`src/rtl/exception_coprocessor.sv`:
```
// Exception/interrupt coprocessor: latches faults and IRQs, runs a trap handshake.
// Optional macro COPROC_VECTOR_EN: handler_addr = VECTOR_BASE + cause*4 when defined.
//
// Ports:
//   clock, reset_n       - clock, synchronous active-low reset
//   overflow, bad_addr   - fault pulses (sticky until taken)
//   irq                  - level interrupt lines, latched into pending
//   fault_pc, save_in    - values captured on an accepted trap
//   ie_set, ie_clr       - interrupt enable control (clear wins)
//   trap_ack, eret       - trap accept / return-from-exception
//   trap_req, epc, cause, mode, ie, pending, save_out,
//   restore_valid, handler_addr - status and captured state
module exception_coprocessor #(
    parameter int                 DATA_W      = 16,
    parameter int                 NUM_IRQ     = 4,
    parameter int                 NUM_SAVE    = 2,
    parameter logic [DATA_W-1:0]  VECTOR_BASE = DATA_W'(16'h0100),
    parameter int                 CAUSE_W     = 4
) (
    input  logic                         clock,
    input  logic                         reset_n,
    input  logic                         overflow,
    input  logic                         bad_addr,
    input  logic [NUM_IRQ-1:0]           irq,
    input  logic [DATA_W-1:0]            fault_pc,
    input  logic [NUM_SAVE*DATA_W-1:0]   save_in,
    input  logic                         ie_set,
    input  logic                         ie_clr,
    input  logic                         trap_ack,
    input  logic                         eret,
    output logic                         trap_req,
    output logic [DATA_W-1:0]            epc,
    output logic [CAUSE_W-1:0]           cause,
    output logic                         mode,
    output logic                         ie,
    output logic [NUM_IRQ-1:0]           pending,
    output logic [NUM_SAVE*DATA_W-1:0]   save_out,
    output logic                         restore_valid,
    output logic [DATA_W-1:0]            handler_addr
);

    typedef enum logic [1:0] {
        S_IDLE,
        S_REQ,
        S_HANDLER
    } state_t;

    state_t               state;
    logic                 ovf_flag;
    logic                 bad_flag;
    logic                 saved_ie;
    logic [CAUSE_W-1:0]   req_cause;

    logic                 win_valid;
    logic [CAUSE_W-1:0]   win_cause;
    logic                 take;
    logic                 clr_ovf;
    logic                 clr_bad;
    logic [NUM_IRQ-1:0]   clr_irq;

    // Fixed priority: scan from lowest priority up so the highest wins last.
    always_comb begin
        win_valid = 1'b0;
        win_cause = '0;
        for (int i = NUM_IRQ - 1; i >= 0; i--) begin
            if (pending[i] && ie) begin
                win_valid = 1'b1;
                win_cause = CAUSE_W'(i + 3);
            end
        end
        if (bad_flag) begin
            win_valid = 1'b1;
            win_cause = CAUSE_W'(2);
        end
        if (ovf_flag) begin
            win_valid = 1'b1;
            win_cause = CAUSE_W'(1);
        end
    end

    // Only the source named by the frozen request is cleared on accept.
    always_comb begin
        take    = (state == S_REQ) && trap_ack;
        clr_ovf = take && (req_cause == CAUSE_W'(1));
        clr_bad = take && (req_cause == CAUSE_W'(2));
        for (int i = 0; i < NUM_IRQ; i++) begin
            clr_irq[i] = take && (req_cause == CAUSE_W'(i + 3));
        end
    end

    always_ff @(posedge clock) begin
        if (!reset_n) begin
            state         <= S_IDLE;
            ovf_flag      <= 1'b0;
            bad_flag      <= 1'b0;
            pending       <= '0;
            saved_ie      <= 1'b0;
            req_cause     <= '0;
            trap_req      <= 1'b0;
            epc           <= '0;
            cause         <= '0;
            mode          <= 1'b0;
            ie            <= 1'b0;
            save_out      <= '0;
            restore_valid <= 1'b0;
`ifdef COPROC_VECTOR_EN
            handler_addr  <= VECTOR_BASE;
`endif
        end else begin
            restore_valid <= 1'b0;
            // A new event in the same cycle as its clear re-arms the source.
            ovf_flag      <= (ovf_flag & ~clr_ovf) | overflow;
            bad_flag      <= (bad_flag & ~clr_bad) | bad_addr;
            pending       <= (pending & ~clr_irq) | irq;

            if (state != S_HANDLER) begin
                if (ie_clr) begin
                    ie <= 1'b0;
                end else if (ie_set) begin
                    ie <= 1'b1;
                end
            end

            unique case (state)
                S_IDLE: begin
                    if (win_valid) begin
                        req_cause <= win_cause;
                        trap_req  <= 1'b1;
                        state     <= S_REQ;
                    end
                end
                S_REQ: begin
                    if (trap_ack) begin
                        trap_req <= 1'b0;
                        epc      <= fault_pc;
                        cause    <= req_cause;
                        save_out <= save_in;
                        mode     <= 1'b1;
                        saved_ie <= ie;
                        ie       <= 1'b0;
                        state    <= S_HANDLER;
`ifdef COPROC_VECTOR_EN
                        handler_addr <= VECTOR_BASE
                                      + (DATA_W'(req_cause) << 2);
`endif
                    end
                end
                S_HANDLER: begin
                    if (eret) begin
                        restore_valid <= 1'b1;
                        mode          <= 1'b0;
                        ie            <= saved_ie;
                        state         <= S_IDLE;
                    end
                end
                default: state <= S_IDLE;
            endcase
        end
    end

`ifndef COPROC_VECTOR_EN
    assign handler_addr = VECTOR_BASE;
`endif

endmodule
```
`config.mk`:
```
export PLATFORM = sky130hd
export DESIGN_NAME = exception_coprocessor
export DESIGN_NICKNAME = d
export VERILOG_FILES = /design/src/rtl/exception_coprocessor.sv
export SDC_FILE = /design/constraint.sdc
export NUM_CORES = 1
export LEC_CHECK = 0
export BUFFER_PORTS_ARGS = -buffer_cell sky130_fd_sc_hd__clkbuf_2
export CAP_MARGIN = 20
export CELL_PAD_IN_SITES_DETAIL_PLACEMENT = 1
export CELL_PAD_IN_SITES_GLOBAL_PLACEMENT = 2
export CORE_ASPECT_RATIO = 1.2
export CORE_MARGIN = 3
export CORE_UTILIZATION = 26
export DETAILED_ROUTE_END_ITERATION = 8
export GPL_ROUTABILITY_DRIVEN = 1
export PLACE_DENSITY_LB_ADDON = 0.15
export SETUP_SLACK_MARGIN = 0.4
export SYNTH_ARGS = -nofsm -noshare
export SYNTH_HDL_FRONTEND = slang
export SYNTH_SLANG_ARGS = --single-unit
```
`constraint.sdc`:
```
create_clock -name clock -period 3.7 [get_ports clock]
set_input_delay 0.555 -clock clock [delete_from_list [all_inputs] [get_ports clock]]
set_output_delay 0.555 -clock clock [all_outputs]
set_load 0.005 [all_outputs]
```
**Yosys cells after proc, flatten, opt, wreduce, memory -nomap -nowiden**

Cells that the tools add are included.

- Flip-flop bits (word level): 69
- Logic and storage cells: 83

- Equality and inequality tests: 12
- Muxes and demuxes: 29
- Bitwise operators: 9
- Reduce and logical (&&, ||, !) cells: 20

Operator list:

| kind | number |
|---|---|
| $mux 4 | 5 |
| $mux 1 | 16 |
| $eq 4x3->1 const B | 3 |
| $logic_and 1x1->1 | 11 |
| $reduce_and 3->1 | 3 |
| $eq 4x2->1 const B | 2 |
| $ne 2x2->1 const B | 4 |
| $mux 2 | 3 |
| $pmux 1 s2 | 3 |
| $pmux 2 s3 | 1 |
| $reduce_and 2->1 | 3 |
| $and 4x4->4 | 1 |
| $eq 4x1->1 const B | 1 |
| $not 4->4 | 1 |
| $or 4x4->4 | 1 |
| $reduce_bool 2->1 | 2 |
| $mux 3 | 1 |
| $and 1x1->1 | 2 |
| $eq 2x1->1 const B | 1 |
| $eq 2x2->1 const B | 1 |
| $logic_not 2->1 | 1 |
| $not 1->1 | 2 |
| $or 1x1->1 | 2 |

**Logic depth before layout (Yosys ltp)**

- Depth after elaboration: 9
- Mapped depth: 7
- Depth with buffers taken out: 6

**Least setup slack after synthesis**

Ideal clock, no wire load.

- Kind: register to register
- From: reg state[1]
- To: reg pending[1]
- Arrival: 1.279 ns
- Data required time: 3.572 ns
- Path slack: 2.293 ns
- Stages on the path, launching flop included: 8
- Buffers on the path: 1
- Cell sequence: dfxtp_1 inv_1 ha_1 nand2_1 buf_2 or3_1 a21oi_1 nor2_1

- Word-level cells in the longest chain between the ends: 6

RTL lines:

| what | RTL line | text |
|---|---|---|
| start: declaration | 48 | `state_t state;` |
| start signal: assignment | 93 | `state <= S_IDLE;` |
| start signal: assignment | 129 | `state <= S_REQ;` |
| start signal: assignment | 141 | `state <= S_HANDLER;` |
| $eq 2x1->1 | 83 | `take = (state == S_REQ) && trap_ack;` |
| $logic_and 1x1->1 | 83 |  |
| $logic_and 1x1->1 | 87 | `clr_irq[i] = take && (req_cause == CAUSE_W'(i + 3));` |
| $not 4->4 | 114 | `pending <= (pending & ~clr_irq) \| irq;` |
| $and 4x4->4 | 114 |  |
| $or 4x4->4 | 114 |  |
| end signal: assignment | 114 |  |
| end: declaration | 36 | `output logic [NUM_IRQ-1:0] pending,` |

No other way between the ends.
A chain may end at the register's enable or synchronous reset.

**Worst setup path in the final report**

- From: reg state[1]
- To: reg bad_flag

- Word-level cells in the longest chain between the ends: 6

RTL lines:

| what | RTL line | text |
|---|---|---|
| $eq 2x1->1 | 83 |  |
| $logic_and 1x1->1 | 83 |  |
| $logic_and 1x1->1 | 85 | `clr_bad = take && (req_cause == CAUSE_W'(2));` |
| $not 1->1 | 113 | `bad_flag <= (bad_flag & ~clr_bad) \| bad_addr;` |
| $and 1x1->1 | 113 |  |
| $or 1x1->1 | 113 |  |
| end signal: assignment | 113 |  |
| end: declaration | 50 | `logic bad_flag;` |

No other way between the ends.

==> run metrics <==
status=finished clean; # H-tree levels=3; synthesized area=~0.0027 sq mm; Worst setup SP type=flip-flop; Via density=4.38; worst r2r src=state[1]; GPL Wtd Cong=~0.70; effective utilization at floorplan=between 20 and 30%; # port buffers=118; Post-DP Area=~0.0033 sq mm; first-pass GRT wire length=approximately 12000 um; Max-Cap Viols=0; FF+latch count, synth=67; Worst Clk Skew=around 2.7 ps; CP Capture Type=flip-flop; Clock Sinks=67; antenna violations before repair=0; Worst R2R Setup Slack=1720 ps; I/O pin cnt=roughly 140; final WL=7660 um; clk_lat worst skew=~330 ps; Yosys top cell area share=between 50% and 60%; CTS max path bufs=2; CP Launch Point=state[1]; synth top area cells=dfxtp_1 (50%), nand2_1 (16%), a21oi_1 (12%); area delta synth->final=33.1%; largest net degree at the start of global routing=40; end of the critical path=bad_flag; Layout Cells excl Fill=~570; register area share after synthesis=between 50 and 60%; CP max-delay cell=or3_1; Post-DP HPWL=about 5500 um; DRC viols=0; Rows=39; Reg-to-Reg End=bad_flag; final hold viol count=0; GRT Total Usage=a little over an eighth; die width=roughly 98 um; cell taking the most area after synthesis=dfxtp_1; syn_area_per_cell=roughly 8.0 sq um; pwr/cell area=slightly below 600 mW/mm^2; worst slew pin tran=between 800 and 900 ps; Worst slew margin=roughly 46%; cells along the critical path=inv_1, ha_1, nand2_2, or3_1, a21oi_1, nor2_1; cell count after synthesis=approximately 330; Detailed Routing Iterations Pass 1=4; Post-synth EDFFs=0; placed insts=about 560; CTS resizes=0; r2r worst-path depth=6; Post CTS Setup Buffer Count=0; CTS tree=yes; Final period util=between 50% and 60%; WP data arrival=between 2000 and 2500 ps; post-route cell area=0.00355 sq mm; clk root buf=clkbuf_16; leakage=1.58 nW; vias in the first global route=2386; Max Transition Viols Final=0; Die Ht=around 120 um; Core Util, Final=36.4%; Total Die Area=roughly 0.012 sq mm; Synth Flop Type=dfxtp_1; fmax=504 MHz; antenna-violating nets left=0; setup TNS=0 ps; share of cells above drive strength 1=approximately a third; fin crit period=between 1500 and 2000 ps; Hold Crit Class=input port to flip-flop; critical path's largest stage delay=~530 ps; CTS Buf Count=9; worst vdd ir=roughly 230 uV; # hold bufs at CTS=0; worst hold margin=~440 ps; crit-path max FO=39; final net count=509; RSZ-0062 raised after global routing=no; distinct cell type count after synthesis=38; Routed WL per cell=about 13 um; Core Box Area=0.00976 sq mm; # setup viols final=0; kind of critical path=flip-flop to flip-flop; Antenna diodes=0; Worst Path Required=roughly 4000 ps; First DRT Iteration DRCs=42; global route overflow=0; via count=2504; Reg clk slew, reported paths=50 ps; Filler Cells Inserted=around 1200; number of warning messages in the yosys log=0; async set-reset flop share out of synthesis=0%
==> area by class of cell <==
type                            count  area, sq um  area share (%)
Clock buffer                       13          270            7.62
Clock inverter                      2         10.0           0.282
Inverter                            9         33.8           0.952
Multi-Input combinational cell    237         1130            31.7
Sequential cell                    67         1340            37.8
Tap cell                          123          154            4.34
Timing Repair Buffer              121          613            17.3
==> how the worst min path moves through the flow <==
stage / cells after the start / startpoint / end
global placement: 2 / save_out[8] / save_out[8]
global route: 3 / fault_pc[2] / epc[2]
detailed placement: 2 / epc[5] / epc[5]
CTS: 3 / overflow / ovf_flag
finish: 3 / irq[0] / pending[0]
floorplan: 2 / mode / mode
==> layout by cell type (no fill, tap or decap), types with 2 or more instances in the layout <==
cell / Yosys / routed
o31ai_1: 3 / 3
ha_1: 4 / 4
o21ai_0: 3 / 3
dfxtp_1: 67 / 67
clkbuf_16: 0 / 9
clkbuf_8: 1 / 3
nand3_1: 5 / 5
a21oi_1: 63 / 63
conb_1: 2 / 17
clkinv_2: 0 / 2
clkbuf_2: 0 / 118
or3_1: 2 / 2
buf_4: 17 / 3
inv_1: 8 / 8
nor2_1: 5 / 5
nand2b_1: 3 / 3
o41ai_1: 2 / 2
nand2_1: 111 / 110
==> cells in the mapped netlist, types with 3 or more instances <==
library cell	count
nand2_1	111
dfxtp_1	67
a21oi_1	63
buf_4	17
buf_2	12
inv_1	8
nand3_1	5
nor2_1	5
buf_1	4
ha_1	4
nand2b_1	3
o21ai_0	3
o31ai_1	3
==> metrics by stage <==
| stage | total power [W] | setup WS, ps |
|---|---|---|
| after floorplan | 0.00117 | 2290 |
| after global placement | 0.00133 | 1700 |
| after detailed placement | 0.00134 | 1660 |
| after CTS | 0.00216 | 1670 |
| after global routing | 0.00225 | 1460 |
| final | 0.00211 | 1720 |
==> power by group <==
| group | leakage [nW] | switching, W | total [W] | internal (W) |
|---|---|---|---|---|
| sequential | 0.546 | 0.0000619 | 0.000874 | 0.000812 |
| combinational | 0.889 | 0.000257 | 0.000436 | 0.000179 |
| clock | 0.141 | 0.000299 | 0.000801 | 0.000502 |
| total | 1.58 | 0.000618 | 0.00211 | 0.00149 |
==> worst max-delay path: cells and delay by family, from the launching register on <==
family	cells	cell delay, ps
AND/OR/NAND/NOR	3	1060
flip-flops	1	320
adder cells (fa/ha/maj)	1	210
AO/OA/AOI/OAI	1	150
buffers and inverters	1	100
==> flip-flops by register name, summed over array words and instances, names as in the netlist <==
register / count
trap_req: 1
bad_flag: 1
pending: 4
mode: 1
ovf_flag: 1
restore_valid: 1
req_cause: 3
saved_ie: 1
epc: 16
state: 2
save_out: 32
ie: 1
cause: 3
==> cells by family after synthesis <==
kind of cell,after synthesis,share of synthesized area [%]
flops,67,50.3
simple gates,135,20.8
fa+ha+maj,4,1.88
other cells,2,0.282
compound gates,80,16.7
buf+inv,45,9.67
mux,1,0.376
==> metal layers <==
metal	wire length, um	part of all wire [%]	track usage [%]	vias up
met3	573	7.5	4.62	8
met4	126	1.6	6.01	0
met1	3500	46	16.6	1130
met2	3460	45	20.4	87
li1	-	-	-	1279
met5	0	0	0	-
Note: power is estimated with default switching activity, not from simulation.
